## src/rtl/pool_packer_pkg.sv

```systemverilog
// pool_packer_pkg: shared geometry, FSM state type and lane compaction helpers for the pool result packer
package pool_packer_pkg;
  localparam int LANES_LOG2 = 3;
  localparam int LANES = 1 << LANES_LOG2;
  localparam int WORD_W = 16;
  localparam int FIFO_AW_DEF = 2;
  localparam int COUNT_W = LANES_LOG2 + 1;
  typedef enum logic {RUN, FLUSH} state_e;
  function automatic logic [COUNT_W-1:0] popcount(input logic [LANES-1:0] m);
    popcount = '0;
    for (int i = 0; i < LANES; i++) popcount = popcount + COUNT_W'(m[i]);
  endfunction
  // Selected lanes land in lane order starting at word 0; the rest stay zero.
  function automatic logic [WORD_W*LANES-1:0] compact(input logic [WORD_W*LANES-1:0] d, input logic [LANES-1:0] m);
    int k;
    compact = '0;
    k = 0;
    for (int i = 0; i < LANES; i++)
      if (m[i]) begin
        compact[WORD_W*k +: WORD_W] = d[WORD_W*i +: WORD_W];
        k = k + 1;
      end
  endfunction
endpackage

```

## src/rtl/pool_packer_fifo.sv

```systemverilog
// pool_packer_fifo: synchronous beat FIFO; head entry reads straight from storage, zero when empty
module pool_packer_fifo #(
  parameter int DW = 8,
  parameter int AW = 2
) (
  input  logic          clk_i,
  input  logic          rst_ni,
  input  logic          push_i,
  input  logic [DW-1:0] data_i,
  input  logic          pop_i,
  output logic [DW-1:0] data_o,
  output logic          full_o,
  output logic          empty_o,
  output logic          free_o
);
  logic [DW-1:0] mem_q [1<<AW];
  logic [AW-1:0] wr_q, rd_q;
  logic [AW:0] cnt_q;
  logic do_push, do_pop;
  assign full_o = cnt_q == (AW+1)'(1 << AW);
  assign empty_o = cnt_q == '0;
  assign free_o = !full_o;
  assign do_push = push_i && !full_o;
  assign do_pop = pop_i && !empty_o;
  assign data_o = empty_o ? '0 : mem_q[rd_q];
  always_ff @(posedge clk_i)
    if (do_push) mem_q[wr_q] <= data_i;
  always_ff @(posedge clk_i)
    if (!rst_ni) begin
      wr_q <= '0;
      rd_q <= '0;
      cnt_q <= '0;
    end else begin
      wr_q <= wr_q + AW'(do_push);
      rd_q <= rd_q + AW'(do_pop);
      cnt_q <= cnt_q + (AW+1)'(do_push) - (AW+1)'(do_pop);
    end
endmodule

```

## src/rtl/pool_result_packer.sv

```systemverilog
// pool_result_packer: compacts masked pooled lanes into dense beats on a valid/ready stream; POOL_PACKER_STATS_EN adds beat/word counters
module pool_result_packer import pool_packer_pkg::*; #(
  parameter int depth = LANES_LOG2,
  parameter int D = 1 << depth,
  parameter int W = WORD_W,
  parameter int FIFO_AW = FIFO_AW_DEF
) (
  input  logic               CLK,
  input  logic               RSTn,
  input  logic               in_valid,
  output logic               in_ready,
  input  logic [W*D-1:0]     in_data,
  input  logic [D-1:0]       in_mask,
  input  logic               flush,
  output logic               out_valid,
  input  logic               out_ready,
  output logic [W*D-1:0]     out_data,
  output logic [COUNT_W-1:0] out_count,
  output logic               busy
`ifdef POOL_PACKER_STATS_EN
  ,
  output logic [31:0]        stat_beats,
  output logic [31:0]        stat_words
`endif
);
  state_e state_q, state_d;
  logic [COUNT_W-1:0] fill_q, fill_d, fill_m, p, sum;
  logic [2*W*D-1:0] stage_q, stage_d, ext, merged;
  logic acc, full_push, flush_push, push, pop;
  logic fifo_full, fifo_empty, fifo_free;
  logic [W*D+COUNT_W-1:0] push_data, pop_data;
  always_comb begin
    acc = in_valid && in_ready;
    p = acc ? popcount(in_mask) : '0;
    sum = fill_q + p;
    ext = {{(W*D){1'b0}}, acc ? compact(in_data, in_mask) : {(W*D){1'b0}}};
    merged = stage_q | (ext << (W*fill_q));
    full_push = sum >= COUNT_W'(D);
    flush_push = state_q == FLUSH && !fifo_full;
    push = full_push || flush_push;
    push_data = full_push ? {COUNT_W'(D), merged[W*D-1:0]} : {fill_q, stage_q[W*D-1:0]};
    fill_m = full_push ? sum - COUNT_W'(D) : sum;
    fill_d = flush_push ? '0 : fill_m;
    stage_d = flush_push ? '0 : full_push ? merged >> (W*D) : merged;
  end
  always_ff @(posedge CLK)
    if (!RSTn) begin
      fill_q <= '0;
      stage_q <= '0;
    end else begin
      fill_q <= fill_d;
      stage_q <= stage_d;
    end
  always_ff @(posedge CLK)
    if (!RSTn) state_q <= RUN;
    else state_q <= state_d;
  // A flush that leaves nothing staged after the merge is a no-op.
  always_comb
    state_d = state_q == RUN ? ((flush && fill_m != '0) ? FLUSH : RUN) : (fifo_full ? FLUSH : RUN);
  always_comb begin
    in_ready = RSTn && state_q == RUN && fifo_free;
    busy = RSTn && (fill_q != '0 || !fifo_empty || state_q == FLUSH);
    out_valid = RSTn && !fifo_empty;
    {out_count, out_data} = RSTn ? pop_data : '0;
  end
  assign pop = out_valid && out_ready;
  pool_packer_fifo #(.DW(W*D+COUNT_W), .AW(FIFO_AW)) u_fifo (
    .clk_i(CLK),
    .rst_ni(RSTn),
    .push_i(push),
    .data_i(push_data),
    .pop_i(pop),
    .data_o(pop_data),
    .full_o(fifo_full),
    .empty_o(fifo_empty),
    .free_o(fifo_free)
  );
`ifdef POOL_PACKER_STATS_EN
  logic [31:0] beats_q, words_q;
  always_ff @(posedge CLK)
    if (!RSTn) begin
      beats_q <= '0;
      words_q <= '0;
    end else if (pop) begin
      beats_q <= beats_q == '1 ? beats_q : beats_q + 32'd1;
      words_q <= words_q + 32'(out_count);
    end
  assign stat_beats = beats_q;
  assign stat_words = words_q;
`endif
endmodule

```

## config.mk

```make
export PLATFORM = sky130hd
export DESIGN_NAME = pool_result_packer
export DESIGN_NICKNAME = d
export VERILOG_FILES = /design/src/rtl/pool_packer_pkg.sv /design/src/rtl/pool_packer_fifo.sv /design/src/rtl/pool_result_packer.sv
export SDC_FILE = /design/constraint.sdc
export NUM_CORES = 2
export LEC_CHECK = 0
export BUFFER_PORTS_ARGS = -buffer_cell sky130_fd_sc_hd__buf_2
export CAP_MARGIN = 20
export CORE_MARGIN = 2
export CORE_UTILIZATION = 35
export CTS_CLUSTER_SIZE = 28
export DETAILED_ROUTE_END_ITERATION = 10
export PLACE_DENSITY_LB_ADDON = 0.05
export REMOVE_ABC_BUFFERS = 1
export SKIP_CTS_REPAIR_TIMING = 1
export SLEW_MARGIN = 10
export SYNTH_ARGS = -nofsm -noshare
export SYNTH_HDL_FRONTEND = slang
export SYNTH_SLANG_ARGS = --single-unit
```

## constraint.sdc

```tcl
create_clock -name CLK -period 19.58 [get_ports CLK]
set_clock_uncertainty 0.1 [all_clocks]
set_input_delay 2.937 -clock CLK [delete_from_list [all_inputs] [get_ports CLK]]
set_output_delay 2.937 -clock CLK [all_outputs]
set_load 0.005 [all_outputs]
```

==> results.md <==
* Outcome: finished clean
* Clock root buffer master: clkbuf_16
* HP Class: reg -> reg
* Max Freq at 77.1 MHz
* Hold Startpoint: stage_q[244]
* Hold-critical path depth at 2
* Worst R2R End: u_fifo.mem_q[1][116]
* Max stage delay cell, worst path: ha_1
* Peak supply drop at 0.0630 mV
* Latest clock arrival within the worst-skew pair at 0.71 ns
* Maximum buffer depth of the clock tree at 3
* YS warnings at 0
* R2r worst-path depth at 17
* Crit path required time at 19.93 ns
* Final Hold Vio Count at 0
* Clock group share of total power at 0.276
* Register bit count reported by yosys at 796
* # setup viols final at 0
* Design Area, Final at 0.0524 sq mm
* Die height at 367 um
* Switching Fraction at 0.374
* Cell taking the most area after synthesis: edfxtp_1
* Critical path startpoint category: primary input
* Top area cells in the synthesized netlist: edfxtp_1 (34%), dfxtp_1 (12%), mux4_2 (6.8%)
* Main synth FF type: edfxtp_1
* Residual DRC at 0
* P_int at 3.95 mW
* Global route overflow at 0
* Synth cell types at 112
* Worst Hold End: stage_q[244]
* Num CTS Buffers at 91
* Placed Area at 0.0493 sq mm
* Gr usage total at 0.284
* DIE AREA at 0.134 sq mm
* Routed Antenna Nets at 0
* Clk slew on worst S/H paths at 0.06 ns
* Core area at 0.131 sq mm
* Number of global-route vias before repair at 37427
* Tcrit/Tclk final at 0.662
* Cell Area, Synth at 0.0460 sq mm
* Area Growth Syn to Fin at 13.8%
* RSZ-0062 raised after global routing: false
* Final wirelength at 197 mm
* Worst Max-Slew Pin Slew at 1.34 ns
* Combinational power share at 0.357
* Pre-CTS setup slack at 6.05 ns
* Worst R2R Setup Slack at 13.60 ns
* Worst rel slew slack at 0.107
* Critical path endpoint category: flip-flop
* Initial Util at 0.351
* Via density at 6.22
* Crit path largest cell delay at 0.89 ns
* Post-synth EDFFs at 528
* Initial antenna violation count at 24
* Async S/R FF share, synth at 0
* H-tree Lvls at 3
* Reg2Reg Launch Point: u_fifo.cnt_q[1]
* Final Slew Violations at 0
* Worst-path fanout max at 61
* Ports at 276
* Syn avg cell area at 10.6 sq um
* Drt first-iter violations at 4516
* Sequential-to-total area share from yosys stat at 0.461
* Final TNS setup at 0 ns
* Post-Syn Instances at 4324
* Final core occ at 0.400
* CTS tree: yes
* Routability cong. at 0.979
* WP data arrival at 13.32 ns
* Power Density at 121 mW/mm^2
* Max-cap violations at 0
* Pleak at 19.4 nW
* Wire length per cell at 31.5 um
* First-pass GRT wire length at 282 mm
* Setup slack after layout at 6.62 ns
* Die width at 367 um
* Clk sinks at 796
* NetSw at 2.36 mW
* Register share of total power at 0.367
* Fraction of layout cells with a size suffix above 1 at 0.197
* HPWL after DPL at 138 mm
* Synth top area share at 0.345
* Total number of vias at 38968
* Setup CP Type: in -> reg
* Largest net degree at the start of global routing at 137
* Final Critical Period at 12.96 ns
* Port Buf Inserts at 275
* Detailed Routing Iterations Pass 1 at 6
* Nets at 4604
* Rows at 133
==> flip-flops by register name, indices dropped and copies added, names as in the netlist <==
signal	cells
u_fifo.rd_q	2
u_fifo.cnt_q	3
state_q	1
u_fifo.wr_q	2
stage_q	256
fill_q	4
u_fifo.mem_q	528
==> final cells by class <==
type | instances | area (sq um)
inverters | 48 | 184
multi-input cells | 3076 | 23200
diodes | 4 | 10.0
fillers | 12880 | 78600
clock buffers | 123 | 2570
well taps | 1755 | 2200
clock inverters | 48 | 467
repair buffers | 415 | 2460
flip-flops and latches | 796 | 21200
==> critical path: cells and delay by family <==
kind / cells / cell delay (ns)
adders and majority gates: 5 / 2.50
AOI/OAI and AO/OA: 8 / 2.09
muxes: 1 / 0.55
xor gates and xnor gates: 1 / 0.19
and+or+nand+nor: 10 / 2.93
buffers and inverters: 8 / 2.08
==> how the worst max path moves through the flow <==
| stage | startpoint | to | slack (ns) | cells after the start |
|---|---|---|---|---|
| 4_1_cts | in_mask[0] | u_fifo.mem_q[2][118] | 6.82 | 33 |
| 2_1_floorplan | in_mask[0] | u_fifo.mem_q[1][0] | -6.32 | 16 |
| 3_3_place_gp | in_mask[0] | u_fifo.mem_q[0][118] | 6.33 | 30 |
| 6_report | in_mask[0] | u_fifo.mem_q[2][118] | 6.62 | 33 |
| 5_1_grt | in_mask[0] | stage_q[24] | 6.03 | 32 |
| 3_5_place_dp | in_mask[0] | u_fifo.mem_q[2][118] | 6.05 | 30 |
==> power groups by stage <==
stage / sequential, mW / combinational, mW / clock, mW
after global placement: 2.35 / 2.24 / 0
after global routing: 2.35 / 2.39 / 1.85
after detailed placement: 2.36 / 2.23 / 0
after floorplan: 2.43 / 1.28 / 0
final: 2.32 / 2.25 / 1.74
after CTS: 2.32 / 2.24 / 1.78
==> cell families (layout without fill, tap and decap cells) <==
kind of cell,count (synthesis),in the layout,share of synthesized area
compound gates,1334,1334,0.211
simple gates,1187,1187,0.123
flops,796,796,0.461
mux,484,484,0.145
buf+inv,453,634,0.0394
fa+ha+maj,35,35,0.0107
xor+xnor,33,33,0.00924
other cells,2,7,0.000163
==> cell usage after synthesis, types with 18 or more instances <==
master    instances
a221oi_1         68
a221o_1          41
a32oi_1          46
a21oi_1         227
mux2_2           79
a21o_1           93
o211ai_1         64
a31oi_1          37
o22ai_1          46
o21bai_1         39
nor3_1           65
and3_1          163
mux4_2          138
nor2_1          379
buf_1            39
clkbuf_1        311
a22oi_1          81
o31ai_1          27
nor2b_1          25
o21a_1           28
edfxtp_1        528
mux2i_1         265
nand2b_1         25
nand3_1          92
dfxtp_1         268
o21ai_0         133
a311oi_1         23
a211oi_1        152
a32o_1           18
o221ai_1         32
and2_1           83
ha_1             28
buf_2            33
inv_1            41
nand2_1         286
==> stage by stage <==
step / hold slack [ns] / std cells / power [mW]
global route: 0.367 / 6262 / 6.59
global placement: 0.337 / 6087 / 4.59
floorplan: 0.324 / 3920 / 3.71
finish: 0.352 / 6265 / 6.32
detailed placement: 0.338 / 6089 / 4.59
CTS: 0.349 / 6260 / 6.34
==> routing by layer <==
layer | global-route usage | vias up | share of wire
met2 | 0.427 | 1824 | 0.44
met5 | 0 | - | 0.0011
met4 | 0.0862 | 32 | 0.031
met1 | 0.410 | 19652 | 0.45
li1 | - | 17134 | -
met3 | 0.0603 | 326 | 0.079
==> cell usage in the layout, fill, tap and decap left out, types with 94 or more instances in the layout <==
cell	n
and3_1	162
nor2_1	363
a21oi_1	226
o21ai_0	133
dfxtp_1	263
a211oi_1	150
nand2_1	279
buf_4	137
buf_2	275
mux4_2	138
clkbuf_16	94
mux2i_1	264
edfxtp_1	528
No activity file was read; power rests on OpenSTA's default activity.
